===== src/rtl/posit_mac_seq.sv =====
// Job sequencer for a single posit (es=0) MAC: purge, optional bias load,
// LEN multiply-accumulates, drain, result read and a valid/ready result hold.
//
// state | meaning
// ------+----------------------------------------------------------
// IDLE  | waiting for START; cnt and bias flag latched on accept
// CLEAR | PURGE pulse, quire cleared for the new job
// BIAS  | BIAS_EN pulse, bias operand loaded into the empty quire
// RUN   | OP_READY high; each accepted pair issues MAC_EN, cnt-1
// DRAIN | idle cycle so the last product commits to the quire
// READ  | RESULT_REQ_PLS pulse, RES_DATA captured from MAC_OUT
// HOLD  | RES_VALID high until RES_READY
module posit_mac_seq #(
    parameter int N     = 8,
    parameter int LEN_W = 8
) (
    input  logic             CLK,
    input  logic             RESET,
    input  logic             START,
    input  logic [LEN_W-1:0] LEN,
    input  logic             USE_BIAS,
    input  logic             ABORT,
    input  logic             OP_VALID,
    output logic             OP_READY,
    input  logic [N-1:0]     OP_IN1,
    input  logic [N-1:0]     OP_IN2,
    output logic [N-1:0]     MAC_IN1,
    output logic [N-1:0]     MAC_IN2,
    output logic             MAC_EN,
    output logic             PURGE,
    output logic             BIAS_EN,
    output logic             RESULT_REQ_PLS,
    input  logic [N-1:0]     MAC_OUT,
    output logic [N-1:0]     RES_DATA,
    output logic             RES_VALID,
    input  logic             RES_READY,
    output logic             BUSY
);

    typedef enum logic [2:0] {
        S_IDLE,
        S_CLEAR,
        S_BIAS,
        S_RUN,
        S_DRAIN,
        S_READ,
        S_HOLD
    } state_t;

    state_t           state, state_nxt;
    logic [LEN_W-1:0] cnt, cnt_nxt;
    logic             bias_q, bias_nxt;
    logic             cap;

    always_ff @(posedge CLK or negedge RESET) begin
        if (!RESET) begin
            state    <= S_IDLE;
            cnt      <= '0;
            bias_q   <= 1'b0;
            RES_DATA <= '0;
        end else begin
            state  <= state_nxt;
            cnt    <= cnt_nxt;
            bias_q <= bias_nxt;
            if (cap) begin
                RES_DATA <= MAC_OUT;
            end
        end
    end

    always_comb begin
        state_nxt      = state;
        cnt_nxt        = cnt;
        bias_nxt       = bias_q;
        OP_READY       = 1'b0;
        MAC_EN         = 1'b0;
        PURGE          = 1'b0;
        BIAS_EN        = 1'b0;
        RESULT_REQ_PLS = 1'b0;
        cap            = 1'b0;

        case (state)
            S_IDLE: begin
                if (START) begin
                    state_nxt = S_CLEAR;
                    cnt_nxt   = LEN;
                    bias_nxt  = USE_BIAS;
                end
            end
            S_CLEAR: begin
                PURGE = 1'b1;
                if (bias_q) begin
                    state_nxt = S_BIAS;
                end else if (cnt != '0) begin
                    state_nxt = S_RUN;
                end else begin
                    state_nxt = S_DRAIN;
                end
            end
            S_BIAS: begin
                BIAS_EN   = 1'b1;
                state_nxt = (cnt != '0) ? S_RUN : S_DRAIN;
            end
            S_RUN: begin
                OP_READY = 1'b1;
                if (OP_VALID) begin
                    MAC_EN  = 1'b1;
                    cnt_nxt = cnt - LEN_W'(1);
                    if (cnt == LEN_W'(1)) begin
                        state_nxt = S_DRAIN;
                    end
                end
            end
            S_DRAIN: begin
                state_nxt = S_READ;
            end
            S_READ: begin
                RESULT_REQ_PLS = 1'b1;
                cap            = 1'b1;
                state_nxt      = S_HOLD;
            end
            S_HOLD: begin
                if (RES_READY) begin
                    state_nxt = S_IDLE;
                end
            end
            default: begin
                state_nxt = S_IDLE;
            end
        endcase

        // abort wins over every transition and silences all other strobes
        if (ABORT && state != S_IDLE) begin
            state_nxt      = S_IDLE;
            cnt_nxt        = cnt;
            OP_READY       = 1'b0;
            MAC_EN         = 1'b0;
            PURGE          = 1'b1;
            BIAS_EN        = 1'b0;
            RESULT_REQ_PLS = 1'b0;
            cap            = 1'b0;
        end
    end

    assign MAC_IN1   = OP_IN1;
    assign MAC_IN2   = OP_IN2;
    assign RES_VALID = (state == S_HOLD);
    assign BUSY      = (state != S_IDLE);

endmodule


===== config.mk =====
export PLATFORM = sky130hd
export DESIGN_NAME = posit_mac_seq
export DESIGN_NICKNAME = d
export VERILOG_FILES = /design/src/rtl/posit_mac_seq.sv
export SDC_FILE = /design/constraint.sdc
export NUM_CORES = 1
export LEC_CHECK = 0
export BUFFER_PORTS_ARGS = -buffer_cell sky130_fd_sc_hd__buf_2
export CORE_UTILIZATION = 30
export DETAILED_ROUTE_END_ITERATION = 8
export GPL_TIMING_DRIVEN = 1
export MAX_ROUTING_LAYER = met4
export PLACE_DENSITY = 0.64
export SETUP_SLACK_MARGIN = 0.02
export SLEW_MARGIN = 40
export SYNTH_ARGS = -nofsm -noshare
export SYNTH_HDL_FRONTEND = slang
export SYNTH_SLANG_ARGS = --single-unit

===== constraint.sdc =====
create_clock -name CLK -period 4.66 [get_ports CLK]
set_input_delay 0 -clock CLK [delete_from_list [all_inputs] [get_ports CLK]]
set_output_delay 0 -clock CLK [all_outputs]
set_load 0.01 [all_outputs]

# [After elaboration in Yosys (flattened, before gate mapping)]
# Cells that the tools add are included.
[word_totals] input_bits=39 register_bits=20 elab_cells=49
[op_classes] muxes=22 n_addsub=1 n_eq_ne=13 n_reduce_logical=8 n_bitwise=1
[ops] operator="two-way mux 3 bit" count=7
[ops] operator="one-hot mux 3 bit (7 select lines)" count=1
[ops] operator="two-way mux 8 bit" count=2
[ops] operator="one-hot mux 8 bit (2 select lines)" count=1
[ops] operator="two-way mux 1 bit" count=11
[ops] operator="equality test 3 bit, second input constant" count=3
[ops] operator="inequality test 3 bit, second input constant" count=3
[ops] operator="equality test 8 x 1 -> 1 bit, second input constant" count=1
[ops] operator="AND reduction 4 bit" count=2
[ops] operator="nonzero test 8 bit" count=1
[ops] operator="subtractor 8 x 1 -> 8 bit, second input constant" count=1
[ops] operator="equality test 3 x 2 -> 1 bit, second input constant" count=2
[ops] operator="inequality test 2 bit, second input constant" count=2
[ops] operator="equality test 3 x 1 -> 1 bit, second input constant" count=1
[ops] operator="zero test 3 bit" count=1
[ops] operator="inequality test 3 x 1 -> 1 bit, second input constant" count=1
[ops] operator="nonzero test 3 bit" count=1
[ops] operator="AND reduction 2 bit" count=1
[ops] operator="nonzero test 2 bit" count=1
[ops] operator="logical AND 1 bit" count=1
[ops] operator="inverter 1 bit" count=1

# [Depth between registers and ports, before layout]
# Gate-level depths: netlist of the first run.
[depth] word_depth=5 depth_mapped=6 ltp_nobuf=6

# [Worst setup path after synthesis of the first run]
# No wires, ideal clock.
[synth_timing] path_type="register to register" start="register state[0]" end="register cnt[6]" synth_period_minus_slack_ns=1.475 setup_ns=0.123 path_stages_with_launch=6 arrival_ns=1.351 path_slack_ns=3.185 path_cell_list="dfrtp_1 -> or3b_1 -> a21o_1 -> buf_2 -> o21ai_1 -> o21ai_1"
[synth_via] elab_chain_cells=4 word_cells_on_any_way=10
[synth_rtl] element="start, declared" line_no="50" text="state_t state, state_nxt;"
[synth_rtl] element="start signal, assigned" line_no="62" text="state <= state_nxt;"
[synth_rtl] element="branches (longest 4 deep; another with AND reduction 4 bit)"
[synth_rtl] element="end signal, assigned" line_no="63" text="cnt <= cnt_nxt;"
[synth_rtl] element="end, declared" line_no="51" text="logic [LEN_W-1:0] cnt, cnt_nxt;"
# Several ways; the timed one is not identified.
# A chain may end at the register's enable or synchronous reset.

# [Final worst setup path of the first run]
[layout_timing] start="register state[0]" end="register cnt[7]"
# The elaborated chain is that of the path after synthesis.

==> impl_metrics.json, run 1 <==
{
  "syn_nets": 186,
  "grt_pass1_wl_mm": 4.995,
  "rrSetupSlack_ps": 2900,
  "worstPathRequired_ps": 4790,
  "arrival_ps": 1890,
  "combPwrFrac_pct": 44.7,
  "nets": 215,
  "finalCriticalPeriod_ps": 1761,
  "synth-edff-count": 0,
  "cts.sinks": 20,
  "antenna_found_initial": 0,
  "p_per_area_mw_per_mm2": 598.8,
  "antenna_cells": 0,
  "cts_buffers": 3,
  "whs_ps": 0.003553,
  "area_growth_pct": 19.51,
  "vias_per_cell": 5.036,
  "initial_utilization_pct": 31.38,
  "p_sw_share_pct": 40.62,
  "rsz0062_at_grt": "no",
  "clkPwrFrac_pct": 17.6,
  "place_hpwl_mm": 2.113,
  "hp-class": "in2out",
  "drv_slew": 0,
  "die_w_um": 69.49,
  "grt_pass1_vias": 1160,
  "ys_warn_count": 0,
  "path_clk_slew_ps": 70,
  "final_core_util_pct": 37.50,
  "worstMarginPinSlew_ps": 484.6,
  "io_buffers": 37,
  "final-hold-violation-count": 0,
  "dieArea_mm2": 0.004828,
  "crit_fanout": 17,
  "coreArea_mm2": 0.004354,
  "fmaxAchievable_mhz": 568.0,
  "fillers": 445,
  "synth_area_mm2": 0.001366,
  "rows": 24,
  "seq_power_share_pct": 37.7,
  "status": "finished, final reports clean",
  "synth_async_sr_flop_share_pct": 100.0,
  "synth_flop_cell": "dfrtp_1",
  "intPower_w": 0.0005805,
  "avgSynthCellArea_um2": 9.488,
  "cts_root_buffer": "clkbuf_8",
  "final_area_mm2": 0.001633,
  "synth_area_leaders": "dfrtp_1 37%, buf_4 9.3%, mux2_2 8.2%",
  "drive_gt1_share_pct": 35.47,
  "synth_cells": 144,
  "worstSkewPairLatency_ps": 260,
  "max-clock-path-buffers": 2,
  "leakage_nw": 0.7516,
  "drt-initial-drc-count": 49,
  "die_h_um": 69.49,
  "cts_tree": "built",
  "switchingPower_w": 0.0003972,
  "finClkSkew_ps": 1.236,
  "ant_nets": 0,
  "ys_types": 46,
  "wl_per_cell_um": 13.25,
  "worst_setup_path_start_kind": "flip-flop",
  "io_pins": 70,
  "grt_max_degree": 21,
  "ir_drop_mv": 0.2819,
  "yosysTopAreaCell": "dfrtp_1",
  "grt_use_total_pct": 12.91,
  "dr_total_vias": 1128,
  "htree_levels": 1,
  "ys_ff_latch": 20,
  "maxCapViolations": 0,
  "max_slew_margin_pct": 67.40,
  "dpl_cell_area_mm2": 0.001461,
  "post_cts_buffers": 0,
  "gp_congestion": 0.7790,
  "drtPass1Iterations": 4,
  "end_kind": "flip-flop",
  "finalCritPeriodShare_pct": 37.78,
  "grt_overflow": 0,
  "drc": 0,
  "setup_violations": 0,
  "synth_top_area_share_pct": 36.63,
  "wirelength_mm": 2.968,
  "synth_seq_area_share_pct": 36.63,
  "finalSetupTns_ps": 0,
  "critPathKind": "reg2reg"
}
## power groups by stage
stage | clock, W | combinational (W) | sequential [W]
6_report | 0.000172 | 0.000437 | 0.000368
5_1_grt | 0.000183 | 0.000490 | 0.000386
4_1_cts | 0.000178 | 0.000440 | 0.000365
3_5_place_dp | 0 | 0.000432 | 0.000369
3_3_place_gp | 0 | 0.000424 | 0.000364
2_1_floorplan | 0 | 0.000346 | 0.000345
## placed cells by master, fill, tap and decap left out, types with 2 or more instances in the layout
cell and count:
a21o_1 2, a21oi_1 8, a22oi_1 2, a311oi_1 2, and2_1 5, buf_2 37
clkbuf_8 3, dfrtp_1 20, dlygate4sd3_1 10, ha_1 3, inv_1 2, mux2_2 10
nand2_1 4, nand3_1 2, nor2_1 11, nor3_1 2, nor3b_1 2, o21ai_0 7
o21ai_1 9, o31ai_1 2, o31ai_2 2, or3_1 2
## synth_stat cells, types with 2 or more instances
cell / n
or3_1: 2
mux2_2: 10
o31ai_2: 2
o21ai_0: 7
o31ai_1: 2
a22oi_1: 2
inv_1: 2
a21o_1: 2
dfrtp_1: 20
nor3_1: 2
and2_1: 5
nor2_1: 11
nand2_1: 4
o21ai_1: 9
nand3_1: 2
a21oi_1: 8
buf_2: 4
buf_4: 17
clkbuf_1: 2
ha_1: 3
a311oi_1: 2
nor3b_1: 2
## state kept, by name, indices dropped and copies added, names as in the netlist
signal	flops
RES_DATA	8
bias_q	1
cnt	8
state	3
## stage by stage
step | std cells | worst slack [ps] | power, W
global placement | 210 | 2973 | 0.0007881
detailed placement | 210 | 2938 | 0.0008014
CTS | 224 | 2928 | 0.0009833
floorplan | 144 | 3185 | 0.0006913
finish | 224 | 2899 | 0.0009777
global route | 224 | 2735 | 0.001060
## cells by family after synthesis
family                   count (synthesis)  synth area share [%]
flip-flops                              20                 36.63
adder cells (fa/ha/maj)                  3                 2.748
multiplexers                            10                 8.242
buffers and inverters                   25                 11.91
AND/OR/NAND/NOR                         44                 19.87
AO/OA/AOI/OAI                           42                 20.60
## what timing repair did
| action | 4_1_cts | 5_1_grt |
|---|---|---|
| endpoints found under the hold margin | 29 | 0 |
| resized for setup | 0 | 0 |
| hold buffers | 10 | 0 |
## routing by layer
layer / wire length, um / global-route usage [%] / up-vias
li1: - / - / 565
met1: 1345 / 15.24 / 516
met2: 1419 / 21.90 / 45
met3: 192 / 3.924 / 2
met4: 11 / 2.268 / 0
met5: 0 / - / -
## critical path, stage by stage (launching register included)
cell,delay (ps)
dfrtp_1,560
or3b_1,460
a21o_1,320
o21ai_0,210
o21ai_1,90
## worst paths after layout
kind                                    startpoint                      end  depth (start not counted)
max                           state[0]$_DFFE_PN0P_       cnt[7]$_DFFE_PN0P_                          4
min                                      OP_IN2[7]               MAC_IN2[7]                          0
max reg2reg                   state[0]$_DFFE_PN0P_       cnt[7]$_DFFE_PN0P_                          4
min reg2reg                RES_DATA[4]$_DFFE_PN0P_  RES_DATA[4]$_DFFE_PN0P_                          1
max in group asynchronous                    RESET       cnt[0]$_DFFE_PN0P_                          2
min in group asynchronous                    RESET  RES_DATA[7]$_DFFE_PN0P_                          2
## final cells by class
class	count	area [um2]	area share (%)
multi-input combinational	99	703.2	43.07
sequential	20	500.5	30.65
timing repair buffer	47	285.3	17.47
tap	52	65.06	3.985
clock buffer	3	41.29	2.529
clock inverter	1	30.03	1.839
inverter	2	7.507	0.4598
Note: power is estimated with default switching activity, not from simulation.
==> run 2, diff against run 1 <==
Settings changed: PLACE_DENSITY 0.64 to 0.66.
Clock period 4.66 ns to 1.5 ns, I/O delays scaled along.
==> run 2 against run 1 <==
  * The run now ends with setup timing left
  * Hold slack stayed put
  * Critical path depth is 1 higher
  * Design area is 27% higher
  * Critical path type unchanged
  * Highest routed layer unchanged
==> impl_metrics.json, run 2 (synthesis gave the netlist of run 1 again) <==
{
  "status": "complete, but fails checks",
  "violations": "setup timing",
  "cts.sinks": 20,
  "finalNonFillerCells": 263,
  "io_buffers": 37,
  "grt_overflow": 0,
  "fin_ws_ps": -7.154,
  "cts_tree": "built",
  "dieArea_mm2": 0.004828,
  "drt-initial-drc-count": 65,
  "worstSkewPairLatency_ps": 260,
  "antenna_cells": 0,
  "drv_slew": 0,
  "crit_fanout": 6,
  "final_cell_mix": "37 x buf_2, 31 x buf_4, 20 x dfrtp_1",
  "vias_per_cell": 5.156,
  "setup_violations": 1,
  "nets": 254,
  "dr_total_vias": 1356,
  "leakage_nw": 0.9704,
  "rows": 24,
  "place_hpwl_mm": 2.445,
  "worstMarginPinSlew_ps": 454.0,
  "finalCritPeriodShare_pct": 100.5,
  "worstPathRequired_ps": 1640,
  "finalCriticalPeriod_ps": 1507,
  "max-clock-path-buffers": 2,
  "coreArea_mm2": 0.004354,
  "max_slew_margin_pct": 69.73,
  "path_clk_slew_ps": 70,
  "final-hold-violation-count": 0,
  "die_w_um": 69.49,
  "finalSetupTns_ps": -7.154,
  "wirelength_mm": 3.901,
  "area_growth_pct": 52.20,
  "ant_nets": 0,
  "hp-class": "in2out",
  "grt_use_total_pct": 14.83,
  "reg_top3": "RES_DATA x8, cnt x8, state x3",
  "gp_congestion": 0.8327,
  "wl_per_cell_um": 14.83,
  "die_h_um": 69.49,
  "cts_root_buffer": "clkbuf_8",
  "grt_pass1_wl_mm": 5.651,
  "maxCapViolations": 0,
  "drc": 0,
  "place_inst": 240,
  "initial_utilization_pct": 31.38,
  "drtPass1Iterations": 4,
  "finClkSkew_ps": 3.865,
  "pre_cts_ws_ps": -25.92,
  "drive_gt1_share_pct": 57.82,
  "antenna_found_initial": 0,
  "arrival_ps": 1640,
  "htree_levels": 1,
  "rsz0062_at_grt": "yes",
  "io_pins": 70,
  "ir_drop_mv": 0.9290,
  "end_kind": "flip-flop",
  "worst_setup_path_start_kind": "flip-flop",
  "p_per_area_mw_per_mm2": 1984,
  "fmaxAchievable_mhz": 663.5,
  "grt_max_degree": 21,
  "cts_buffers": 3,
  "critPathKind": "reg2reg",
  "grt_pass1_vias": 1305,
  "final_common_cell": "buf_2"
}
## run 2: cell count changes in the layout (fill, tap and decap cells not counted), moves of 2 or more
cell | before | now
nor2_4 | 0 | 2
o21ai_0 | 7 | 3
nor2_1 | 11 | 8
or3_4 | 0 | 2
inv_2 | 0 | 2
and2_1 | 5 | 3
buf_6 | 0 | 6
buf_4 | 0 | 31
inv_1 | 2 | 0
or3_1 | 2 | 0
and2_4 | 0 | 2
o21ai_2 | 0 | 5
## run 2: what timing repair did
| item | 4_1_cts | 5_1_grt |
|---|---|---|
| setup endpoints to repair | 19 | 22 |
| setup buffers | 1 | 7 |
| pin swaps | 0 | 18 |
| hold buffers | 10 | 0 |
| gates cloned | 0 | 1 |
| resized for setup | 8 | 33 |
| endpoints found under the hold margin | 29 | 0 |
## run 2: power breakdown
part	switching, W	internal (W)
Combinational	0.00122	0.00135
Clock	0.000186	0.000356
Sequential	0.000213	0.000799
Total	0.00162	0.00250
## run 2: area by class of cell
cell class	count	area, um2
Clock inverter	1	30.03
Multi-Input combinational cell	100	829.5
Timing Repair Buffer	85	605.6
Inverter	2	7.507
Clock buffer	3	41.29
Fill cell	409	2275
Tap cell	52	65.06
Sequential cell	20	500.5
## run 2: final timing paths
kind                                          from                      end  slack, ps  cells after the start
min                                      OP_IN2[7]               MAC_IN2[7]      0.004                      0
max in group asynchronous                    RESET       cnt[7]$_DFFE_PN0P_        960                      2
max                           state[2]$_DFFE_PN0P_     state[2]$_DFFE_PN0P_         -7                      5
max reg2reg                   state[2]$_DFFE_PN0P_     state[2]$_DFFE_PN0P_         -7                      5
min reg2reg                RES_DATA[4]$_DFFE_PN0P_  RES_DATA[4]$_DFFE_PN0P_        500                      1
min in group asynchronous                    RESET  RES_DATA[3]$_DFFE_PN0P_        230                      2
## run 2: through the flow
step	cell area [um2]	total power (W)	hold WS, ps	util (%)
2_1_floorplan	1366	0.002148	-295.6	-
3_3_place_gp	1699	0.002934	-32.13	39.02
3_5_place_dp	1699	0.002992	-23.87	39.02
4_1_cts	1906	0.003641	0.06862	43.76
5_1_grt	2079	0.004416	0.01506	47.76
6_report	2079	0.004125	0.003553	47.76
## run 2: worst max-delay path, stage by stage (launching register included)
cell and delay (ps):
dfrtp_1 440, buf_6 160, or3_4 380, a21oi_4 180
or2_4 160, o31ai_2 60
## run 2: routing by layer
layer,wire [um],GRT usage [%]
met1,1608,17.03
met2,2047,26.65
met3,207,3.343
met4,39,2.494
met5,0,-
==> run 3, diff against run 2 <==
Settings changed: CORE_UTILIZATION 30 to 41, PLACE_DENSITY 0.66 to 0.74.
==> run 3 against run 2 <==
  * The flow still finishes with violations (setup timing)
  * Largest power group unchanged
  * Combinational power fell by 5%
  * Sequential power barely moved
  * Utilization rose by 18 points
  * Via count rose by 0.52%
  * Maximum frequency fell by 1.1%
  * Critical path type is now reg2out
  * Count of clock-buffer cells in the layout rose by 1
  * First-iteration DRC count fell by 46%
==> impl_metrics.json, run 3 (synthesis gave the netlist of run 1 again) <==
{
  "wl_per_cell_um": 14.78,
  "worst_path_largest_cell_delay_ps": 450,
  "initial_utilization_pct": 44.03,
  "p_total_w": 0.003773,
  "worstSkewPairLatency_ps": 310,
  "max_slew_margin_pct": 69.37,
  "max-clock-path-buffers": 2,
  "grt_pass1_vias": 1366,
  "status": "complete, but fails checks",
  "drt-initial-drc-count": 35,
  "place_hpwl_mm": 2.473,
  "worst_setup_path_start_kind": "flip-flop",
  "finalNonFillerCells": 252,
  "final-seq-area_um2": 501.7,
  "die_h_um": 59.73,
  "drv_slew": 0,
  "p_sw_share_pct": 41.48,
  "final_cell_mix": "34 x buf_2, 23 x buf_4, 19 x dfrtp_1",
  "drive_gt1_share_pct": 53.37,
  "nets": 251,
  "coreArea_mm2": 0.003103,
  "place_inst": 229,
  "cp.buffers_inverters": 3,
  "io_buffers": 37,
  "fmaxAchievable_mhz": 656.4,
  "hp-class": "in2out",
  "grt_use_total_pct": 22.14,
  "io_pins": 70,
  "final_common_cell": "buf_2",
  "seq_power_share_pct": 26.5,
  "gp_congestion": 0.8362,
  "path_clk_slew_ps": 120,
  "finalSetupTns_ps": -24.92,
  "intPower_w": 0.002208,
  "switchingPower_w": 0.001565,
  "multi_input_area_um2": 833.3,
  "clkPwrFrac_pct": 8.6,
  "reg_top3": "RES_DATA x8, cnt x8, state x3",
  "critPathKind": "reg2out",
  "drtPass1Iterations": 5,
  "antenna_cells": 0,
  "finalCritPeriodShare_pct": 101.6,
  "rows": 20,
  "drc": 0,
  "cts_root_buffer": "clkbuf_4",
  "antenna_found_initial": 0,
  "leakage_nw": 0.9640,
  "crit_fanout": 4,
  "cts_tree": "built",
  "cts_buffers": 3,
  "crit_chain": "buf_6 > buf_6 > nor2_4 > mux2_4 > buf_6",
  "setup_violations": 2,
  "rsz0062_at_grt": "yes",
  "area_growth_pct": 50.09,
  "dr_total_vias": 1363,
  "die_w_um": 59.73,
  "arrival_ps": 1520,
  "grt_max_degree": 21,
  "maxCapViolations": 0,
  "fin_ws_ps": -23.52,
  "ir_drop_mv": 0.9901,
  "worstMarginPinSlew_ps": 459.4,
  "final-hold-violation-count": 0,
  "ant_nets": 0,
  "combPwrFrac_pct": 65.0,
  "cpMaxStageDelayCell": "dfrtp_2",
  "violations": "setup timing",
  "final_core_util_pct": 66.09,
  "finalCriticalPeriod_ps": 1524,
  "finClkSkew_ps": 2.071,
  "wirelength_mm": 3.724,
  "crit_top_cell": "buf_6",
  "rrSetupSlack_ps": 0,
  "worstPathRequired_ps": 1500,
  "grt_overflow": 0,
  "cts.sinks": 20,
  "htree_levels": 1,
  "worst_path_dominant_cell_family": "flip-flops",
  "grt_pass1_wl_mm": 5.761,
  "p_per_area_mw_per_mm2": 1840,
  "fillers": 268,
  "vias_per_cell": 5.409,
  "end_kind": "output pin",
  "dieArea_mm2": 0.003567,
  "whs_ps": 0.004453
}
run 3: cell count changes in the layout (fill, tap and decap cells not counted), moves of 2 or more:
cell           delta
buf_4             -8
clkbuf_4          +3
nor3b_1           -2
buf_6             +5
nor3b_2           +2
o21ai_2           -3
dlygate4sd3_1     +5
clkbuf_8          -2
o21ai_1           +3
buf_2             -3
run 3: layout make-up:
| type | count | share of cell area, % |
|---|---|---|
| clock buffers | 4 | 1.769 |
| inverters | 2 | 0.3661 |
| multi-input cells | 99 | 40.63 |
| flip-flops and latches | 20 | 24.47 |
| well taps | 44 | 2.685 |
| repair buffers | 83 | 30.08 |
run 3: through the flow:
step                      setup slack, ps  area, um2
final                              -23.52       2051
after global routing               -55.51       2051
after CTS                          -40.10       1916
after detailed placement            1.776       1654
after global placement             -11.73       1654
after floorplan                     25.24       1366
run 3: timing repair:
action	4_1_cts	5_1_grt
gates resized for setup	17	29
buffers inserted	2	2
hold endpoints to repair	34	0
hold buffers	15	0
endpoints found under the setup margin	19	24
pin swaps	7	5
run 3: worst reg2reg max path, cell delays in order, from the launching register on:
cell and delay (ps):
dfrtp_1 390, inv_1 70, ha_1 210, and3_2 180
o32a_1 400, o31ai_4 190
run 3: worst paths after layout:
kind / to / cells past startpoint / from
min in group asynchronous: RES_DATA[0]$_DFFE_PN0P_ / 2 / RESET
hold reg to reg: RES_DATA[1]$_DFFE_PN0P_ / 1 / RES_DATA[1]$_DFFE_PN0P_
hold / removal: MAC_IN1[0] / 0 / OP_IN1[0]
setup reg to reg: state[0]$_DFFE_PN0P_ / 5 / cnt[0]$_DFFE_PN0P_
max in group asynchronous: state[2]$_DFFE_PN0P_ / 2 / RESET
setup / recovery: PURGE / 5 / state[2]$_DFFE_PN0P_
run 3: routing by layer:
layer	GRT usage (%)	up-vias	part of all wire (%)	wire length, um
li1	-	637	-	-
met1	23.98	655	37	1392
met2	38.73	59	54	2012
met3	4.978	12	6.8	253
met4	9.302	0	1.8	66
met5	-	-	0	0
run 3: power by group through the flow:
stage	registers [W]	logic, W	clock network (W)
after detailed placement	0.000998	0.00193	0
after floorplan	0.00107	0.00108	0
after global routing	0.00104	0.00266	0.000347
after global placement	0.000979	0.00188	0
final	0.000999	0.00245	0.000323
after CTS	0.000975	0.00217	0.000333
